<file path="config.mk">
export PLATFORM = sky130hd
export DESIGN_NAME = weight_buffer_sink
export DESIGN_NICKNAME = d
export VERILOG_FILES = /design/src/rtl/weight_buffer_sink.sv
export SDC_FILE = /design/constraint.sdc
export NUM_CORES = 1
export LEC_CHECK = 0
export ABC_AREA = 0
export CAP_MARGIN = 20
export CORE_MARGIN = 3
export CORE_UTILIZATION = 40
export CTS_CLUSTER_DIAMETER = 50
export DETAILED_ROUTE_END_ITERATION = 10
export GPL_TIMING_DRIVEN = 0
export PLACE_DENSITY = 0.61
export SLEW_MARGIN = 5
export SYNTH_ARGS = -nofsm -noshare
export SYNTH_HDL_FRONTEND = slang
export SYNTH_SLANG_ARGS = --single-unit
</file>
<file path="constraint.sdc">
create_clock -name clk -period 7.1 [get_ports clk]
set_clock_uncertainty 0.1 [all_clocks]
set_input_delay 0.71 -clock clk [delete_from_list [all_inputs] [get_ports clk]]
set_output_delay 0.71 -clock clk [all_outputs]
set_load 0.03 [all_outputs]
</file>
<file path="src/rtl/weight_buffer_sink.sv">
// weight_buffer_sink: runtime-loadable weight store with a ROM-compatible read port.
// Purpose: accepts a weight tensor as valid/ready beats (one beat per RAM word) and
//   serves it back through the address0/ce0/q0 interface used by the generated
//   weight ROMs, with 2 ce0-enabled cycles of read latency.
// Ports:
//   clk, rst          clock (rising edge); synchronous active-low reset
//   data_in[P0*P1]    beat elements; element j lands at word bits [PREC*j +: PREC]
//   data_in_valid     beat valid
//   data_in_ready     beat ready (low while rst is low or a full tensor is held)
//   reload            single-cycle pulse: drop stored tensor and restart loading
//   load_done         high while a complete tensor is stored
//   address0, ce0     read address and read pipeline enable
//   q0                read data (zero for address0 >= DEPTH)
//   checksum          running sign-extended element sum of the loaded tensor
// Optional feature macro: WEIGHT_SINK_CHECKSUM_EN (undefined: checksum tied to 0).
module weight_buffer_sink #(
  parameter int unsigned WEIGHT_PRECISION_0       = 16,
  parameter int unsigned WEIGHT_TENSOR_SIZE_DIM_0 = 32,
  parameter int unsigned WEIGHT_TENSOR_SIZE_DIM_1 = 1,
  parameter int unsigned WEIGHT_PARALLELISM_DIM_0 = 4,
  parameter int unsigned WEIGHT_PARALLELISM_DIM_1 = 1,
  parameter int unsigned DEPTH = (WEIGHT_TENSOR_SIZE_DIM_0 * WEIGHT_TENSOR_SIZE_DIM_1) /
                                 (WEIGHT_PARALLELISM_DIM_0 * WEIGHT_PARALLELISM_DIM_1),
  parameter int unsigned ADDR_WIDTH = $clog2(DEPTH) + 1
) (
  input  logic                          clk,
  input  logic                          rst,
  input  logic [WEIGHT_PRECISION_0-1:0] data_in [WEIGHT_PARALLELISM_DIM_0*WEIGHT_PARALLELISM_DIM_1],
  input  logic                          data_in_valid,
  output logic                          data_in_ready,
  input  logic                          reload,
  output logic                          load_done,
  input  logic [ADDR_WIDTH-1:0]         address0,
  input  logic                          ce0,
  output logic [WEIGHT_PRECISION_0*WEIGHT_PARALLELISM_DIM_0*WEIGHT_PARALLELISM_DIM_1-1:0] q0,
  output logic [31:0]                   checksum
);

  localparam int unsigned PREC     = WEIGHT_PRECISION_0;
  localparam int unsigned NUM_ELEM = WEIGHT_PARALLELISM_DIM_0 * WEIGHT_PARALLELISM_DIM_1;
  localparam int unsigned WORD_W   = PREC * NUM_ELEM;
  localparam int unsigned PTR_W    = (DEPTH > 1) ? $clog2(DEPTH) : 1;

  typedef enum logic {
    S_LOAD = 1'b0,
    S_FULL = 1'b1
  } state_t;

  state_t             r_state;
  state_t             w_state_nxt;
  logic [PTR_W-1:0]   r_wr_ptr;
  logic [PTR_W-1:0]   w_wr_ptr_nxt;
  logic               w_accept;
  logic               w_last;
  logic [WORD_W-1:0]  w_wr_word;
  logic [WORD_W-1:0]  r_ram [DEPTH];
  logic               w_rd_oor;
  logic [PTR_W-1:0]   w_rd_idx;
  logic [WORD_W-1:0]  r_stage0;
  logic [WORD_W-1:0]  r_stage1;
  logic               r_oor0;

  // Handshake: ready only in LOAD and never while reset is asserted
  assign data_in_ready = rst & (r_state == S_LOAD);
  assign load_done     = (r_state == S_FULL);
  assign w_accept      = data_in_valid & data_in_ready;
  assign w_last        = (r_wr_ptr == PTR_W'(DEPTH - 1));

  // Pack beat elements into one RAM word
  always_comb begin
    w_wr_word = '0;
    for (int j = 0; j < int'(NUM_ELEM); j++) begin
      w_wr_word[PREC*j +: PREC] = data_in[j];
    end
  end

  // Next state / write pointer; reload overrides the last-beat FULL transition
  always_comb begin
    w_state_nxt  = r_state;
    w_wr_ptr_nxt = r_wr_ptr;
    case (r_state)
      S_LOAD: begin
        if (w_accept) begin
          if (w_last) begin
            w_wr_ptr_nxt = '0;
            w_state_nxt  = S_FULL;
          end else begin
            w_wr_ptr_nxt = r_wr_ptr + PTR_W'(1);
          end
        end
      end
      S_FULL: begin
        w_state_nxt = S_FULL;
      end
      default: begin
        w_state_nxt = S_LOAD;
      end
    endcase
    if (reload) begin
      w_state_nxt  = S_LOAD;
      w_wr_ptr_nxt = '0;
    end
  end

  // State register
  always_ff @(posedge clk) begin
    if (!rst) begin
      r_state  <= S_LOAD;
      r_wr_ptr <= '0;
    end else begin
      r_state  <= w_state_nxt;
      r_wr_ptr <= w_wr_ptr_nxt;
    end
  end

  // Storage; not cleared by reset. A beat accepted alongside reload is still written.
  always_ff @(posedge clk) begin
    if (w_accept) begin
      r_ram[r_wr_ptr] <= w_wr_word;
    end
  end

  // Out-of-range reads index word 0 harmlessly and are zeroed via the pipelined flag
  assign w_rd_oor = (address0 >= ADDR_WIDTH'(DEPTH));
  assign w_rd_idx = w_rd_oor ? '0 : address0[PTR_W-1:0];

  // Two-stage read pipeline; nonblocking RAM read gives read-first on collision
  always_ff @(posedge clk) begin
    if (!rst) begin
      r_stage0 <= '0;
      r_stage1 <= '0;
      r_oor0   <= 1'b0;
    end else if (ce0) begin
      r_stage0 <= r_ram[w_rd_idx];
      r_oor0   <= w_rd_oor;
      r_stage1 <= r_oor0 ? '0 : r_stage0;
    end
  end

  assign q0 = r_stage1;

`ifdef WEIGHT_SINK_CHECKSUM_EN
  logic [31:0] w_beat_sum;
  logic [31:0] r_checksum;

  // Sign-extended sum of the current beat's elements
  always_comb begin
    w_beat_sum = '0;
    for (int j = 0; j < int'(NUM_ELEM); j++) begin
      w_beat_sum = w_beat_sum + 32'($signed(data_in[j]));
    end
  end

  // Beats coinciding with reload are not counted
  always_ff @(posedge clk) begin
    if (!rst) begin
      r_checksum <= '0;
    end else if (reload) begin
      r_checksum <= '0;
    end else if (w_accept) begin
      r_checksum <= r_checksum + w_beat_sum;
    end
  end

  assign checksum = r_checksum;
`else
  assign checksum = 32'd0;
`endif

endmodule

</file>
# After elaboration in Yosys (flattened, before gate mapping)
# Memories as Yosys holds them, arrays and structs flattened. A register that Yosys moved wholly into a read port is not among the register bits.
# Index checks and enable logic that the tools add are counted.
# Widths: inputs -> output; s select.
dict set report op_classes {
  addsub 1
  eq_ne 1
  order_cmp 1
  muxes 8
  reduce_logical 3
  n_bitwise 4
}
# cell count
set ops {}
lappend ops {{$mux 64} 1}
lappend ops {{$mux 3} 2}
lappend ops {{$ge 4x4->1 const B} 1}
lappend ops {{$mux 1} 4}
lappend ops {{$add 3x1->3 const B} 1}
lappend ops {{$eq 3x3->1 const B} 1}
lappend ops {{$and 1x1->1} 2}
lappend ops {{$not 1->1} 2}
lappend ops {{$pmux 1 s2} 1}
lappend ops {{$reduce_and 2->1} 1}
lappend ops {{$reduce_or 2->1} 1}
lappend ops {{$logic_not 1->1} 1}
dict set report totals {
  reg_bits 69
  ram_bits 512
  mem_count 1
  word_cells 23
}
# memory depth word_bits rd rd_ports_with_merged_regs wr line
set memory_table {}
lappend memory_table {r_ram 8 64 1 1 1 56} ;# logic [WORD_W-1:0] r_ram [DEPTH];

# Logic depth before layout (Yosys ltp)
dict set report depth {
  ltp_word 5
  ltp_mapped 8
  mapped_depth_nobuf 5
}

# Least setup slack after synthesis
# OpenSTA, ideal clock, no wires.
dict set report synth_path {
  path_kind {input to register}
  startpoint {input rst}
  endpoint {memory r_ram[1][0] (netlist bit) (enable)}
  setup_slack_ns 0.752
  required_time_ns 6.435
  t_arrival_ns 5.683
  n_path_buf 2
  setup_time_ns 0.565
  path_stages 4
  path_cell_list {clkbuf_1 clkbuf_1 nand3_1 nor3_1}
}
dict set report synth_via {
  elab_chain_len 4
}
# item line
set synth_rtl {}
lappend synth_rtl {{start, declared} 27} ;# input logic rst,
lappend synth_rtl {{$and 1x1->1} 64} ;# assign data_in_ready = rst & (r_state == S_LOAD);
lappend synth_rtl {{$and 1x1->1} 66} ;# assign w_accept = data_in_valid & data_in_ready;
lappend synth_rtl {{$mux 1} 118} ;# if (w_accept) begin
lappend synth_rtl {{$mux 1 (implied by the code)} 119} ;# r_ram[r_wr_ptr] <= w_wr_word;
lappend synth_rtl {{end, declared} 56}
# Every way passes these cells.

# Worst setup path after layout
dict set report layout_path {
  startpoint {input rst}
  endpoint {output data_in_ready}
}
dict set report layout_via {
  elab_chain_len 1
}
# item line
set layout_rtl {}
lappend layout_rtl {{$and 1x1->1} 64}
lappend layout_rtl {{end, declared} 30} ;# output logic data_in_ready,
# Every way passes these cells.

==> results.yml <==
status:
  outcome: "complete, no violations"
flow_run:
  maxCapViolCount: 0
sta:
  tightest_slew_ns: 1.017
  hold_slack_ns: 0.3695
  maxSlewHeadroom: 0.3222
  fmax_ghz: 0.2497
  setup_viol: 0
  report.final.slew_viol_count: 0
  min_period_over_period: 0.5641
  period_needed_ns: 4.005
  rsz0062_at_grt: "no"
  setup_ws_ns: 3.095
  finalHoldViolations: 0
detailed_routing:
  routed_wl_mm: 62.91
  firstDrtPassIters: 6
  drt-initial-drc-count: 1212
  via_per_inst: 5.283
  wl_per_cell_um: 22.79
  ant_nets: 0
  drc: 0
  vias: 14580
power_and_ir_drop:
  p_leak_nw: 10.19
  p_per_area_nw_per_um2: 270.8
  peakVddDrop_mv: 0.1607
setup_path:
  critPathTopFamily: "buffers and inverters"
  slowest_delay_ns: 0.70
  start_kind: "primary input"
  slowest_stage: "clkbuf_1"
  end_kind: "output port"
  crit_buf_inv: 4
  critPathKind: "primary input to output port"
  crit_top_cell: "clkbuf_1"
  path_cells: "clkbuf_1 -> clkbuf_1 -> clkbuf_1 -> nor2b_1 -> clkdlybuf4s50_1"
  worstPathArrival_ns: 3.19
  crit_required_ns: 6.29
  crit_fanout: 10
clock_network:
  cts_setup_buffers: 0
  insertion_delay_ns: 0.59
  clk_path_buf_depth: 3
  cts_hold_buffers: 0
  cts_max_level: 3
  cts_resized: 0
  numCtsBuffers: 71
  cts_sinks: 645
  cts_root_buf: "clkbuf_16"
  tritoncts: "yes"
  clk_pin_slew_ns: 0.05
global_route:
  grt.overflow.total: 0
  grt_pass1_wl_mm: 93.81
  grt_usage: 0.1900
  grt_pass1_vias: 14720
  antenna_found_initial: 5
  grt_max_degree: 25
yosys:
  syn_inst: 1596
  synth_area_um2: 25180
  avgSynthCellArea_um2: 15.78
  synth_cell_types: 31
  yosys_warnings: 0
  ys_ff_latch: 645
  ys_seq_area_frac: 0.7164
floorplanning:
  start_util: 0.4065
  io-pin-count: 171
  dieArea_um2: 66000
  rows: 91
  fp.dieH_um: 256.9
  die_x_um: 256.9
  core_um2: 61940
place:
  portBuffers: 136
  dp_hpwl_mm: 41.36
  place_congestion: 0.7620
  pre_cts_ws_ns: 2.462
layout:
  drive_above_1_share: 0.1526
  final_common_cell: "edfxtp_1"
  syn2layout_area_growth_pct: 20.96
  fin_nets: 1942
  layout_common_cells: "512 x edfxtp_1, 136 x clkdlybuf4s50_1, 133 x dfxtp_1"
min_path:
  hold_path.class: "register to register"
-- synth_stat cells --
cell type / instances / area [µm²]
nand3b_1: 1 / 7.510
and2_1: 8 / 50.05
or2_2: 36 / 225.2
inv_1: 72 / 270.3
or2_0: 28 / 175.2
nand2_1: 10 / 37.54
a21oi_1: 57 / 285.3
nand3_1: 1 / 5.000
a221oi_1: 64 / 560.5
mux2i_1: 68 / 680.7
buf_1: 6 / 22.52
ha_1: 2 / 25.02
clkbuf_2: 2 / 10.01
nor2_1: 76 / 285.3
o22ai_1: 8 / 50.05
nand2b_1: 4 / 25.02
edfxtp_1: 512 / 15370
clkbuf_1: 70 / 262.8
mux4_2: 60 / 1351
buf_4: 34 / 255.2
buf_12: 4 / 80.08
mux4_1: 4 / 105.1
buf_2: 13 / 65.06
conb_1: 1 / 3.750
a32o_1: 64 / 640.6
dfxtp_1: 133 / 2663
nor2b_1: 117 / 732.0
nor3_1: 2 / 10.01
o21ai_0: 64 / 320.3
nor3b_1: 65 / 488.0
buf_6: 10 / 112.6
-- state kept, by name (all words and copies together), names as in the netlist --
signal     cells
load_done      1
q0            64
r_oor0         1
r_ram        512
r_stage0      64
r_wr_ptr       3
-- metal layers --
| metal | GRT usage | share of wire | up-vias |
|---|---|---|---|
| met3 | 0.03681 | 0.063 | 99 |
| met2 | 0.3105 | 0.48 | 471 |
| met4 | 0.05071 | 0.021 | 6 |
| li1 | - | - | 6556 |
| met5 | 0 | 0.00065 | - |
| met1 | 0.2620 | 0.43 | 7450 |
-- cell type report --
class / instances / area, µm²
fillers: 5308 / 31480
flip-flops and latches: 645 / 18040
plain buffers: 139 / 808.3
diodes: 3 / 7.507
inverters: 72 / 270.3
clock buffers: 103 / 1989
clock inverters: 23 / 251.5
multi-input cells: 771 / 6235
repair buffers: 167 / 1810
well taps: 837 / 1047
-- per-stage QoR --
step                      setup TNS, ns  std cells  power (mW)    util  instance area [µm²]
after floorplan                       0       1627       4.556       -                25300
after global placement         -1069.70       2600       4.778  0.4473                27700
after detailed placement              0       2631       4.792  0.4554                28210
after CTS                             0       2757       8.319  0.4916                30450
after global routing                  0       2758       8.527  0.4916                30450
final                                 0       2760       8.249  0.4917                30460
-- where the power goes --
group,total (mW),switching [mW],internal [mW]
registers,4.18,0.0420,4.14
logic,0.526,0.312,0.214
clock network,3.54,1.41,2.13
total,8.25,1.77,6.48
-- worst paths after layout --
kind / start / to / slack, ns / depth (start not counted)
setup reg to reg: load_done / r_ram[0][41] / 3.91 / 9
setup / recovery: rst / data_in_ready / 3.10 / 5
hold / removal: r_stage0[53] / r_stage0[53] / 0.37 / 1
hold reg to reg: r_stage0[53] / r_stage0[53] / 0.37 / 1
-- cell families (layout without fill, tap and decap cells) --
kind of cell    count (synthesis)  in the layout  synth area share
other cells                     1             35         0.0001489
mux                           132            132           0.08487
compound gates                257            257           0.07374
buf+inv                       211            504           0.04283
simple gates                  348            348           0.08105
flops                         645            645            0.7164
fa+ha+maj                       2              2         0.0009937
No activity file was read; power rests on OpenSTA's default activity.
==> RTL edit, RTL diff (config.mk and constraints unchanged) <==
Set the parameter `WEIGHT_PARALLELISM_DIM_0` to 2 (it was 4).
--- a/src/rtl/weight_buffer_sink.sv
+++ b/src/rtl/weight_buffer_sink.sv
@@ -17,7 +17,7 @@
   parameter int unsigned WEIGHT_PRECISION_0       = 16,
   parameter int unsigned WEIGHT_TENSOR_SIZE_DIM_0 = 32,
   parameter int unsigned WEIGHT_TENSOR_SIZE_DIM_1 = 1,
-  parameter int unsigned WEIGHT_PARALLELISM_DIM_0 = 4,
+  parameter int unsigned WEIGHT_PARALLELISM_DIM_0 = 2,
   parameter int unsigned WEIGHT_PARALLELISM_DIM_1 = 1,
   parameter int unsigned DEPTH = (WEIGHT_TENSOR_SIZE_DIM_0 * WEIGHT_TENSOR_SIZE_DIM_1) /
                                  (WEIGHT_PARALLELISM_DIM_0 * WEIGHT_PARALLELISM_DIM_1),
Interface: changed (resized address0, data_in and q0); port bits go from 171 to 108. No check against the original RTL was run, so the function may have changed too.
==> RTL edit against the unedited design <==
Via count is 2.3% lower. Combinational power is 6.1% lower. Hold slack better by 0.037 ns. Sequential cell count is 63 lower. Critical path depth stayed put. Highest routed layer is now met4. Power is 11% lower. Register-to-register slack better by 0.61 ns. Cell area is 9.8% lower. Largest power group unchanged. Fmax is 3.6% lower. Routed wire length is 0.26% lower. Synthesized area is 7.8% lower. Final cell count is 6.2% lower. Worst setup slack worse by 0.15 ns.
==> RTL edit: results (changes against the unedited design) <==
stage,metric,value,unit,change
cts,cts_resized,0,,unchanged
placement,place.gp.congestion,0.820,,was 0.762
logic_synthesis,async_flop_share,0,%,unchanged
grt,grt_pass1_vias,13970,,was 14715
cts,cts_setup_buffers,0,,unchanged
cts,numCtsBuffers,60,,was 71
layout,final_nets,1827,,was 1942
layout,drive_above_1_share,13.2,%,was 15.3%
detailed_routing,drt-total-wl,62.8,mm,was 62.9 mm
power,p_sw,1.67,mW,was 1.77 mW
cts,cts_buffer_depth,3,,unchanged
power,power.leakage,9.16,nW,was 10.2 nW
placement,place_ws,2.97,ns,was 2.46 ns
cts,insertion_delay,0.63,ns,was 0.59 ns
logic_synthesis,synth_cell_types,33,,was 31
grt,grt_max_degree,22,,was 25
logic_synthesis,synth_edf_count,512,,unchanged
logic_synthesis,ys_seq_area_share,72.3,%,was 71.6%
run_status,outcome,"finished, final reports clean",,unchanged
detailed_routing,routed_via_density,5.50,,was 5.28
grt,antenna_found_initial,0,,was 5
placement,io_buffers,73,,was 136
setup_path,path_max_fanout,10,,unchanged
worst_hold_path,hp-class,register to register,,unchanged
placement,hpwl,42.1,mm,was 41.4 mm
cts,htreeDepth,2,,was 3
cts,cts_root_buffer,clkbuf_16,,unchanged
sta,setup_viol,0,,unchanged
grt,grt_usage,20.5,%,was 19.0%
grt,grt_pass1_wl,91.4,mm,was 93.8 mm
power,vdd_drop_max,0.190,mV,was 0.161 mV
detailed_routing,first_pass_iters,5,,was 6
layout,largest_reg_flops,512,,unchanged
setup_path,arrival,3.35,ns,was 3.19 ns
detailed_routing,drt_iter0_markers,1322,,was 1212
logic_synthesis,yosys-top-cells-area,"edfxtp_1, dfxtp_1, nor2b_1",,"was edfxtp_1, dfxtp_1, mux4_2"
layout,regMostFlops,r_ram,,unchanged
cts,path_clk_slew,0.06,ns,
sta,relSlewSlack,38.9,%,was 32.2%
logic_synthesis,ys_top_cells_by_count,"edfxtp_1, nor2b_1, a21oi_1",,"was edfxtp_1, dfxtp_1, nor2b_1"
logic_synthesis,ys_warn_count,0,,unchanged
layout,n_antenna_cell,0,,was 3
## RTL edit: cell count changes after synthesis, moves of 65 or more
cell | unedited run | this run
a21oi_1 | 57 | 161
nand2_1 | 10 | 101
inv_1 | 72 | 2
nor3b_1 | 65 | 0
## RTL edit: critical path, cell delays in order
cell             delay [ns]
clkdlybuf4s50_1        0.66
clkbuf_1               0.51
clkbuf_1               0.56
nor2b_1                0.22
clkdlybuf4s50_1        0.68
## RTL edit: power groups by stage
stage / clock network, mW / logic, mW / registers [mW]
after floorplan: 0 / 0.270 / 3.85
after global placement: 0 / 0.478 / 3.85
after detailed placement: 0 / 0.491 / 3.85
after CTS: 3.11 / 0.493 / 3.78
after global routing: 3.26 / 0.531 / 3.78
final: 3.06 / 0.494 / 3.78
## RTL edit: path summary, 6_finish.rpt
path | start | endpoint | slack [ns] | cells past startpoint
setup reg to reg | load_done | r_ram[1][13] | 4.52 | 6
hold reg to reg | r_stage0[2] | q0[2] | 0.41 | 2
setup / recovery | rst | data_in_ready | 2.94 | 5
hold / removal | r_stage0[2] | q0[2] | 0.41 | 2
## RTL edit: final cells by class
type	count	area (um2)
plain buffers	149	861
clock buffers	88	1700
clock inverters	25	224
fillers	4876	29400
inverters	2	7.51
multi-input cells	888	5800
flip-flops and latches	582	16800
well taps	756	946
repair buffers	98	1170
## RTL edit: logic make-up (layout without fill, tap and decap cells)
group | Yosys count | count (layout) | synth area share, %
other | 1 | 32 | 0.0162
adder cells (fa/ha/maj) | 4 | 4 | 0.216
AO/OA/AOI/OAI | 417 | 417 | 11.1
flip-flops | 582 | 582 | 72.3
multiplexers | 129 | 129 | 5.73
buffers and inverters | 151 | 362 | 3.74
XOR/XNOR | 3 | 3 | 0.113
AND/OR/NAND/NOR | 303 | 303 | 6.86
## RTL edit: layer usage
layer  part of all wire [%]  GRT usage [%]
met1                     42           28.7
met2                     47           33.2
met4                    2.0           4.99
met5                      0              0
met3                    8.9           4.02
## RTL edit: metrics by stage
step | utilization [%] | hold WS (ns) | instances | power [mW] | instance area [um2]
2_1_floorplan | - | 0.372 | 1621 | 4.12 | 23300
3_3_place_gp | 43.9 | 0.390 | 2450 | 4.33 | 25000
3_5_place_dp | 44.9 | 0.395 | 2475 | 4.34 | 25600
4_1_cts | 48.3 | 0.401 | 2588 | 7.38 | 27500
5_1_grt | 48.3 | 0.430 | 2588 | 7.57 | 27500
6_report | 48.3 | 0.406 | 2588 | 7.33 | 27500
